===== src/rtl/riscv_pkg.sv =====
// riscv_pkg: shared definitions for the multi-cycle RV32I control path.
//   - RV32I major opcodes (IR[6:0]) handled by the sequencer
//   - seq_state_t: sequencer FSM states
//   - pc_sel / wb_sel mux encodings
//   - is_legal_opcode(): opcode legality check used in DECODE
package riscv_pkg;

  localparam logic [6:0] OP_R      = 7'b0110011;
  localparam logic [6:0] OP_I      = 7'b0010011;
  localparam logic [6:0] OP_LOAD   = 7'b0000011;
  localparam logic [6:0] OP_STORE  = 7'b0100011;
  localparam logic [6:0] OP_BRANCH = 7'b1100011;
  localparam logic [6:0] OP_JAL    = 7'b1101111;
  localparam logic [6:0] OP_JALR   = 7'b1100111;

  typedef enum logic [2:0] {
    ST_IDLE,
    ST_FETCH,
    ST_DECODE,
    ST_EXEC,
    ST_MEM,
    ST_WB,
    ST_TRAP
  } seq_state_t;

  // Next-PC source
  localparam logic [1:0] PC_SEL_PLUS4 = 2'b00;  // PC + 4
  localparam logic [1:0] PC_SEL_IMM   = 2'b01;  // PC + imm (taken branch, jal)
  localparam logic [1:0] PC_SEL_JALR  = 2'b10;  // (rs1 + imm) & ~1

  // Register-file write-back source
  localparam logic [1:0] WB_SEL_ALU = 2'b00;
  localparam logic [1:0] WB_SEL_MEM = 2'b01;
  localparam logic [1:0] WB_SEL_PC4 = 2'b10;

  function automatic logic is_legal_opcode(input logic [6:0] op);
    case (op)
      OP_R, OP_I, OP_LOAD, OP_STORE, OP_BRANCH, OP_JAL, OP_JALR: return 1'b1;
      default:                                                   return 1'b0;
    endcase
  endfunction

endpackage


===== src/rtl/mem_wait_timer.sv =====
// mem_wait_timer: counts cycles a memory request has waited for ready.
//   clk      in  clock
//   rst      in  asynchronous active-high reset (count -> 0)
//   clear    in  synchronous clear, takes priority over count_en
//   count_en in  increment this cycle
//   expired  out count has reached TIMEOUT_CYCLES-1
module mem_wait_timer #(
  parameter int unsigned TIMEOUT_CYCLES = 16
) (
  input  logic clk,
  input  logic rst,
  input  logic clear,
  input  logic count_en,
  output logic expired
);

  localparam int unsigned W = (TIMEOUT_CYCLES > 1) ? $clog2(TIMEOUT_CYCLES) : 1;
  localparam logic [W-1:0] LAST = W'(TIMEOUT_CYCLES - 1);

  logic [W-1:0] count;

  always_ff @(posedge clk or posedge rst) begin
    if (rst) begin
      count <= '0;
    end else if (clear) begin
      count <= '0;
    end else if (count_en) begin
      count <= count + W'(1);
    end
  end

  assign expired = (count == LAST);

endmodule


===== src/rtl/multicycle_sequencer.sv =====
// multicycle_sequencer: multi-cycle FSM sequencing the RV32I datapath
// (fetch, decode, execute, memory, writeback), one instruction at a time.
//   clk, rst            clock; asynchronous active-high reset
//   halt_req            stop at the next instruction boundary
//   opcode              IR[6:0]
//   cu_*                control_unit flags for the instruction in IR
//   branch_cond         branch comparison result (valid in EXEC)
//   imem_ready          instruction memory data valid
//   dmem_ready          data memory access complete
//   imem_req/dmem_req   memory requests; dmem_we marks a write
//   ir_load, pc_write   IR latch and PC update enables; pc_sel picks next PC
//   reg_write, wb_sel   register write enable and write-back source
//   retire              one-cycle pulse per completed instruction
//   retired_count       completed-instruction counter (wraps)
//   halted              FSM is in IDLE
//   trap                FSM is in TRAP (sticky until rst)
module multicycle_sequencer
  import riscv_pkg::*;
#(
  parameter int unsigned TIMEOUT_CYCLES = 16,
  parameter int unsigned CNT_W          = 32
) (
  input  logic             clk,
  input  logic             rst,
  input  logic             halt_req,
  input  logic [6:0]       opcode,
  input  logic             cu_mem_read,
  input  logic             cu_mem_write,
  input  logic             cu_reg_write,
  input  logic             cu_mem_to_reg,
  input  logic             cu_branch,
  input  logic             branch_cond,
  input  logic             imem_ready,
  input  logic             dmem_ready,
  output logic             imem_req,
  output logic             dmem_req,
  output logic             dmem_we,
  output logic             ir_load,
  output logic             pc_write,
  output logic [1:0]       pc_sel,
  output logic             reg_write,
  output logic [1:0]       wb_sel,
  output logic             retire,
  output logic [CNT_W-1:0] retired_count,
  output logic             halted,
  output logic             trap
);

  seq_state_t state, state_next;
  seq_state_t boundary;
  logic       wait_clear;
  logic       wait_en;
  logic       wait_expired;
  logic       is_jal;
  logic       is_jalr;

  always_ff @(posedge clk or posedge rst) begin
    if (rst) begin
      state <= ST_IDLE;
    end else begin
      state <= state_next;
    end
  end

  always_ff @(posedge clk or posedge rst) begin
    if (rst) begin
      retired_count <= '0;
    end else if (retire) begin
      retired_count <= retired_count + CNT_W'(1);
    end
  end

  // Counter restarts on every entry into a waiting state; MEM->FETCH after a
  // store is a direct hop, so clearing on "not waiting" alone would not suffice.
  assign wait_clear = ((state_next == ST_FETCH) || (state_next == ST_MEM)) &&
                      (state_next != state);
  assign wait_en    = ((state == ST_FETCH) && !imem_ready) ||
                      ((state == ST_MEM)   && !dmem_ready);

  mem_wait_timer #(
    .TIMEOUT_CYCLES(TIMEOUT_CYCLES)
  ) u_wait_timer (
    .clk     (clk),
    .rst     (rst),
    .clear   (wait_clear),
    .count_en(wait_en),
    .expired (wait_expired)
  );

  assign is_jal   = (opcode == OP_JAL);
  assign is_jalr  = (opcode == OP_JALR);
  assign boundary = halt_req ? ST_IDLE : ST_FETCH;

  always_comb begin
    state_next = state;
    imem_req   = 1'b0;
    dmem_req   = 1'b0;
    dmem_we    = 1'b0;
    ir_load    = 1'b0;
    pc_write   = 1'b0;
    pc_sel     = PC_SEL_PLUS4;
    reg_write  = 1'b0;
    wb_sel     = WB_SEL_ALU;
    retire     = 1'b0;
    halted     = 1'b0;
    trap       = 1'b0;

    case (state)
      ST_IDLE: begin
        halted = 1'b1;
        if (!halt_req) state_next = ST_FETCH;
      end

      ST_FETCH: begin
        imem_req = 1'b1;
        if (imem_ready) begin
          ir_load    = 1'b1;
          state_next = ST_DECODE;
        end else if (wait_expired) begin
          state_next = ST_TRAP;
        end
      end

      ST_DECODE: begin
        state_next = is_legal_opcode(opcode) ? ST_EXEC : ST_TRAP;
      end

      ST_EXEC: begin
        if (cu_branch) begin
          pc_write   = 1'b1;
          pc_sel     = branch_cond ? PC_SEL_IMM : PC_SEL_PLUS4;
          retire     = 1'b1;
          state_next = boundary;
        end else if (cu_mem_read || cu_mem_write) begin
          state_next = ST_MEM;
        end else begin
          state_next = ST_WB;
        end
      end

      ST_MEM: begin
        dmem_req = 1'b1;
        dmem_we  = cu_mem_write;
        if (dmem_ready) begin
          if (cu_mem_write) begin
            pc_write   = 1'b1;
            pc_sel     = PC_SEL_PLUS4;
            retire     = 1'b1;
            state_next = boundary;
          end else begin
            state_next = ST_WB;
          end
        end else if (wait_expired) begin
          state_next = ST_TRAP;
        end
      end

      ST_WB: begin
        reg_write = cu_reg_write;
        pc_write  = 1'b1;
        if (cu_mem_to_reg)          wb_sel = WB_SEL_MEM;
        else if (is_jal || is_jalr) wb_sel = WB_SEL_PC4;
        if (is_jal)       pc_sel = PC_SEL_IMM;
        else if (is_jalr) pc_sel = PC_SEL_JALR;
        retire     = 1'b1;
        state_next = boundary;
      end

      ST_TRAP: begin
        trap = 1'b1;
      end

      default: begin
        state_next = ST_TRAP;
      end
    endcase
  end

endmodule


===== config.mk =====
export PLATFORM = sky130hd
export DESIGN_NAME = multicycle_sequencer
export DESIGN_NICKNAME = d
export VERILOG_FILES = /design/src/rtl/riscv_pkg.sv /design/src/rtl/mem_wait_timer.sv /design/src/rtl/multicycle_sequencer.sv
export SDC_FILE = /design/constraint.sdc
export NUM_CORES = 1
export LEC_CHECK = 0
export BUFFER_PORTS_ARGS = -buffer_cell sky130_fd_sc_hd__clkbuf_2
export CORE_AREA = 4 4 122 78
export DETAILED_ROUTE_END_ITERATION = 6
export DIE_AREA = 0 0 126 82
export PLACE_DENSITY = 0.5
export SETUP_SLACK_MARGIN = 0.02
export SLEW_MARGIN = 25
export SYNTH_ARGS = -nofsm -noshare
export SYNTH_HDL_FRONTEND = slang
export SYNTH_SLANG_ARGS = --single-unit

===== constraint.sdc =====
create_clock -name clk -period 1.9 [get_ports clk]
set_input_delay 0.285 -clock clk [delete_from_list [all_inputs] [get_ports clk]]
set_output_delay 0.285 -clock clk [all_outputs]
set_load 0.02 [all_outputs]

### After elaboration in Yosys (flattened, before gate mapping)

Cells that the tools add are included.

* add/sub/neg operators: 2
* multipliers: 0
* bitwise logic cells: 0
* muxes and demuxes: 34
* shifts and indexed selects: 0
* div/mod/pow operators: 0
* equality and inequality tests: 17
* order comparisons: 0
* reductions and logical operators: 12

Operators with widths (count)
* $add A32 B1 Y32 const B: 1
* $eq A7 B7 Y1 const B: 3
* $mux W3: 7
* $pmux W3 S7: 1
* $mux W1: 17
* $eq A7 B6 Y1 const B: 2
* $eq A3 B3 Y1 const B: 4
* $mux W2: 5
* $mux W4: 2
* $eq A7 B2 Y1 const B: 1
* $eq A7 B5 Y1 const B: 1
* $reduce_or A7 Y1: 1
* $eq A3 B1 Y1 const B: 2
* $eq A3 B2 Y1 const B: 2
* $add A4 B1 Y4 const B: 1
* $eq A4 B4 Y1 const B: 1
* $logic_or A1 B1 Y1: 4
* $pmux W2 S2: 1
* $logic_and A1 B1 Y1: 3
* $logic_not A3 Y1: 1
* $ne A3 B3 Y1: 1
* $pmux W1 S3: 1
* $logic_not A1 Y1: 2
* $reduce_bool A2 Y1: 1

* memories kept: 0
* bits in registers: 39
* latch bits: 0
* memory bits (read-only): 0
* memory bits (writable): 0
* logic and storage cells: 68
* input port bits: 18
* output and inout port bits: 45

### Longest topological paths before layout

* depth in word-level cells: 10
* gate-level depth with buffers: 9
* mapped depth without buffers: 8

### Modules after synthesis

From an unflattened synthesis, not the netlist that was laid out.

* cells, all modules: 206
* area, all modules: 2182.1 um2

By module, submodules not included
* multicycle_sequencer: area each 1979.4 um2, instances 1, seq. area each 875.8 um2, cells each 188
* mem_wait_timer: area each 202.7 um2, instances 1, seq. area each 100.1 um2, cells each 18

### Worst setup path after synthesis

No wires, ideal clock.

* kind: register to register
* start point: register retired_count[3]
* end point: register retired_count[30]
* arrival time: 2.077 ns
* cell stages (with the launch flop): 8
* setup slack: -0.307 ns
* cells stage by stage: dfrtp_1 -> and4_4 -> nand4_2 -> or3_1 -> buf_6 -> nor4b_4 -> nand4_1 -> xnor2_1

* longest elaborated chain between the ends: 1

RTL lines
* start: declaration: RTL line multicycle_sequencer.sv:44 `output logic [CNT_W-1:0] retired_count,`
* start signal: assignment: RTL line multicycle_sequencer.sv:69 `retired_count <= retired_count + CNT_W'(1);`
* $add A32 B1 Y32: RTL line multicycle_sequencer.sv:69

No other way between the ends.
A chain may end at the register's enable or synchronous reset.

### Worst setup path after layout

* start point: register retired_count[5]
* end point: register retired_count[23]

The elaborated chain is that of the path after synthesis.

==> results.md <==
Place:
- The half-perimeter wire length of the detailed placement result is 4.03 mm.
- The final weighted congestion of routability-driven global placement is 0.774.
- The quantity of I/O buffers inserted on ports is 62.
- The pre-CTS worst setup slack is -0.108 ns.

Timing:
- The minimum clock period is 1.88 ns.
- Derived from the worst setup path, the maximum achievable clock frequency is 0.533 GHz.
- Setup repair after global routing could not meet its margin everywhere.
- The number of failing hold endpoints at the final stage came to 0.
- The final worst setup slack is 0.0221 ns.
- For the pin with the worst max-slew slack, the measured transition is 0.499 ns.
- The number of max-slew violations in the final report came to 0.
- The tightest hold path in the finished design has a slack of 0.0933 ns.
- The portion of the clock cycle consumed by the worst path in the final layout is 0.988.
- The relative max-transition margin is 0.667.
- The clock skew is 0.00290 ns.
- Setup violations remaining at the end of the flow were counted as 0.

Finish:
- The antenna diode instance count is 0.
- The number of inserted filler cells in the final layout is 888.
- The sequential cells in the finished layout cover a total of 983 um2.
- The fraction of final layout cells sized beyond drive strength 1 is 0.449.
- The final layout contains 331 nets.
- Summing all multi-input logic gate instances after layout gives 0.00111 mm2.
- The area growth from synthesis to layout is 49.4%.

Synthesis:
- Yosys printed 0 warnings.
- After synthesis the cells add up to 0.00205 mm2.
- Dividing the synthesized area by the synthesized cell count gives 9.79 um2.
- For this run, the register share of the synthesized area comes to 0.477.
- Synthesis produced 209 cells.
- The flip-flop and latch count after synthesis is 39.
- When the netlist entered floorplanning its net count stood at 229.
- Synthesis instantiated 42 different standard cells from the library.

Clock tree:
- Counting every sink on the clock net gives 39.
- The longest clock path from root to sink contains 2 buffers.
- TritonCTS built the clock tree.
- For this design, the CTS-stage hold fixing added 0 buffers.
- Clock latency on the worst-skew pair, taken at its later pin, is 0.28 ns.
- TritonCTS created 5 clock buffers.
- The total number of H-tree levels is 2.
- After clock tree synthesis, the clock-pin slew on the worst setup and hold paths is 0.06 ns.
- The cell sitting at the root of the clock tree is a sky130_fd_sc_hd__clkbuf_16.

Global routing:
- The wire length of the first global-routing pass is 9.15 mm.
- The via count of the first global-routing pass is 1,876.
- The number of antenna violations at the first check in global routing is 0.
- Entering global routing, the biggest net connects 40 pins.
- The total congestion overflow is 0.
- The global router's overall resource usage is 0.111.

Power and ir drop:
- Summed over all nets, the switching power comes to 0.000570 W.
- The largest voltage drop on the vdd net is 316 uV.
- The leakage component of the power is 1.53 nW.
- The relative contribution of sequential cells to total power is 0.440.
- The share of total power dissipated in combinational logic is 0.179.
- The fraction of power consumed by the clock network is 0.381.
- Dividing total power by cell area gives a power density of 688 mW/mm2.
- Of the total power, the share spent switching nets is 0.271.
- The internal cell power is 0.00153 W.

Floorplan:
- The floorplan has 26 rows.
- The area of the core is 0.00833 mm2.
- The initial standard-cell utilization of the core is 0.246.
- The y dimension of the die is 82 um.
- The die covers 0.0103 mm2.
- The die width is 126 um.
- 63 I/O pins were placed.

Detailed routing:
- For this block, the initial DRC count from the detailed router was 79.
- The number of vias per cell after detailed routing is 4.25.
- The average wire length per cell after detail routing is 12.4 um.
- The final route contains 1,803 vias.
- The total length of routed wires is 5.25 mm.
- The number of detailed-route iterations in the first pass is 4.
- The DRC violation count after routing is 0.
- The detail route stage leaves a number of antenna-violating nets equal to 0.

Run:
- The max-cap check violation count is 0.

Critical path:
- The critical path start-end classification is reg -> reg.
- The sort of element at the start of the critical path is a flop.
- The worst setup path is captured at a flop.
- For the worst setup path, the data required time is 2.07 ns.
- STA puts the critical path data arrival time at 2.04 ns.
- Along the worst path, the maximum fanout reaches 9.

Status:
- The flow ran to the end, and the final reports show no timing, DRC or antenna violations.

Min path:
- The tightest min-delay check is of the in -> async type.
-- final timing paths --
path	start	to	slack, ns	cells after the start
max in group asynchronous	rst	retired_count[3]$_DFFE_PP0P_	1.43	3
setup reg to reg	retired_count[5]$_DFFE_PP0P_	retired_count[23]$_DFFE_PP0P_	0.02	7
hold reg to reg	retired_count[31]$_DFFE_PP0P_	retired_count[31]$_DFFE_PP0P_	0.47	1
setup / recovery	retired_count[5]$_DFFE_PP0P_	retired_count[23]$_DFFE_PP0P_	0.02	7
min in group clk	cu_mem_read	state[0]$_DFF_PP0_	0.20	2
hold / removal	rst	retired_count[21]$_DFFE_PP0P_	0.09	3
-- layout by cell type, fill, tap and decap left out, types with 2 or more instances in the layout --
cell                         n
sky130_fd_sc_hd__nand2_1    21
sky130_fd_sc_hd__nand3_1    12
sky130_fd_sc_hd__and3_1      4
sky130_fd_sc_hd__clkbuf_2   58
sky130_fd_sc_hd__nor3_1      6
sky130_fd_sc_hd__or2_2       2
sky130_fd_sc_hd__nand3b_1    2
sky130_fd_sc_hd__nor3b_1     2
sky130_fd_sc_hd__dfrtp_2     6
sky130_fd_sc_hd__a21boi_0    2
sky130_fd_sc_hd__inv_2       2
sky130_fd_sc_hd__buf_2       2
sky130_fd_sc_hd__nand2b_1    2
sky130_fd_sc_hd__inv_1       8
sky130_fd_sc_hd__buf_8       2
sky130_fd_sc_hd__and2_1      4
sky130_fd_sc_hd__nor2_1     19
sky130_fd_sc_hd__clkinv_2    3
sky130_fd_sc_hd__buf_4      32
sky130_fd_sc_hd__dfrtp_1    33
sky130_fd_sc_hd__nand4_1     8
sky130_fd_sc_hd__clkbuf_16   5
sky130_fd_sc_hd__buf_6       6
sky130_fd_sc_hd__xor2_1      9
sky130_fd_sc_hd__xnor2_1    25
-- stage by stage --
stage | area, um2 | cells | setup TNS, ns | util | total power, W
2_1_floorplan | 2060 | 209 | -1.56 | - | 0.00112
3_3_place_gp | 2710 | 409 | -0.743 | 0.326 | 0.00127
3_5_place_dp | 2710 | 409 | -0.898 | 0.326 | 0.00128
4_1_cts | 2950 | 423 | 0 | 0.354 | 0.00211
5_1_grt | 3060 | 424 | -0.915 | 0.367 | 0.00223
6_report | 3060 | 424 | 0 | 0.367 | 0.00210
-- power groups by stage --
stage	combinational, W	sequential [W]	clock, W
finish	0.000376	0.000926	0.000800
global route	0.000418	0.000934	0.000876
CTS	0.000342	0.000926	0.000840
detailed placement	0.000336	0.000939	0
global placement	0.000334	0.000941	0
floorplan	0.000164	0.000959	0
-- worst max-delay path, stage by stage, from the launching register on --
cell                      delay, ns
sky130_fd_sc_hd__dfrtp_2       0.36
sky130_fd_sc_hd__and4_4        0.24
sky130_fd_sc_hd__nand4_4       0.11
sky130_fd_sc_hd__or3_4         0.40
sky130_fd_sc_hd__nor4b_4       0.24
sky130_fd_sc_hd__buf_6         0.16
sky130_fd_sc_hd__nand4_1       0.11
sky130_fd_sc_hd__xnor2_1       0.15
-- layout make-up --
cell class | instances | share of cell area
clock inverters | 3 | 0.00491
multi-input cells | 154 | 0.363
inverters | 11 | 0.0143
flip-flops and latches | 39 | 0.322
repair buffers | 100 | 0.209
clock buffers | 5 | 0.0410
well taps | 112 | 0.0459
-- flip-flops by register name (all words and copies together) (netlist names) --
| name | cells |
|---|---|
| state | 3 |
| retired_count | 32 |
| u_wait_timer.count | 4 |
-- synthesized netlist by cell type --
master                     instances  area, um2
sky130_fd_sc_hd__dfrtp_1          39        976
sky130_fd_sc_hd__xnor2_1          25        219
sky130_fd_sc_hd__nand2_1          21       78.8
sky130_fd_sc_hd__nor2_1           21       78.8
sky130_fd_sc_hd__nand3_1          12       60.1
sky130_fd_sc_hd__inv_1            10       37.5
sky130_fd_sc_hd__xor2_1            9       78.8
sky130_fd_sc_hd__nand4_1           8       50.1
sky130_fd_sc_hd__nor3_1            7       35.0
sky130_fd_sc_hd__and3_1            6       37.5
sky130_fd_sc_hd__and2_1            4       25.0
sky130_fd_sc_hd__nor3b_1           4       30.0
sky130_fd_sc_hd__clkbuf_1          3       11.3
sky130_fd_sc_hd__nor2b_1           3       18.8
sky130_fd_sc_hd__a21boi_0          2       15.0
sky130_fd_sc_hd__a221oi_1          2       17.5
sky130_fd_sc_hd__ha_1              2       25.0
sky130_fd_sc_hd__nand2b_1          2       12.5
sky130_fd_sc_hd__nand3b_1          2       15.0
sky130_fd_sc_hd__o21a_1            2       15.0
sky130_fd_sc_hd__o21ai_0           2       10.0
sky130_fd_sc_hd__or2_2             2       12.5
sky130_fd_sc_hd__or3_1             2       12.5
sky130_fd_sc_hd__a21oi_1           1       5.00
sky130_fd_sc_hd__a32o_1            1       10.0
sky130_fd_sc_hd__and3b_1           1       8.76
sky130_fd_sc_hd__and4_1            1       8.76
sky130_fd_sc_hd__and4_4            1       11.3
sky130_fd_sc_hd__buf_4             1       7.51
sky130_fd_sc_hd__buf_6             1       11.3
sky130_fd_sc_hd__inv_2             1       3.75
sky130_fd_sc_hd__mux2i_1           1       10.0
sky130_fd_sc_hd__nand4_2           1       12.5
sky130_fd_sc_hd__nor3_2            1       10.0
sky130_fd_sc_hd__nor4_1            1       6.26
sky130_fd_sc_hd__nor4b_4           1       23.8
sky130_fd_sc_hd__o211ai_1          1       7.51
sky130_fd_sc_hd__o21ai_1           1       5.00
sky130_fd_sc_hd__o21bai_1          1       7.51
sky130_fd_sc_hd__o311ai_1          1       8.76
sky130_fd_sc_hd__o31ai_1           1       7.51
sky130_fd_sc_hd__o41ai_1           1       8.76
-- layer usage --
layer / vias to the layer above / track usage / share of wire
met3: 5 / 0.0338 / 0.045
met2: 33 / 0.164 / 0.43
met5: - / 0 / 0
li1: 917 / - / -
met4: 0 / 0.0289 / 0.0097
met1: 848 / 0.157 / 0.51
-- repair_timing --
action                                  4_1_cts  5_1_grt
gates resized for setup                      14       27
pin swaps                                     3       10
endpoints found under the setup margin       18       35
setup buffers                                 6        1
-- cell families after synthesis --
group                    Yosys count  share of synthesized area
AO/OA/AOI/OAI                     16                     0.0575
XOR/XNOR                          34                      0.146
adder cells (fa/ha/maj)            2                     0.0122
buffers and inverters             16                     0.0349
flip-flops                        39                      0.477
multiplexers                       1                    0.00489
AND/OR/NAND/NOR                  101                      0.268
Power figures use the tool's default switching activity.
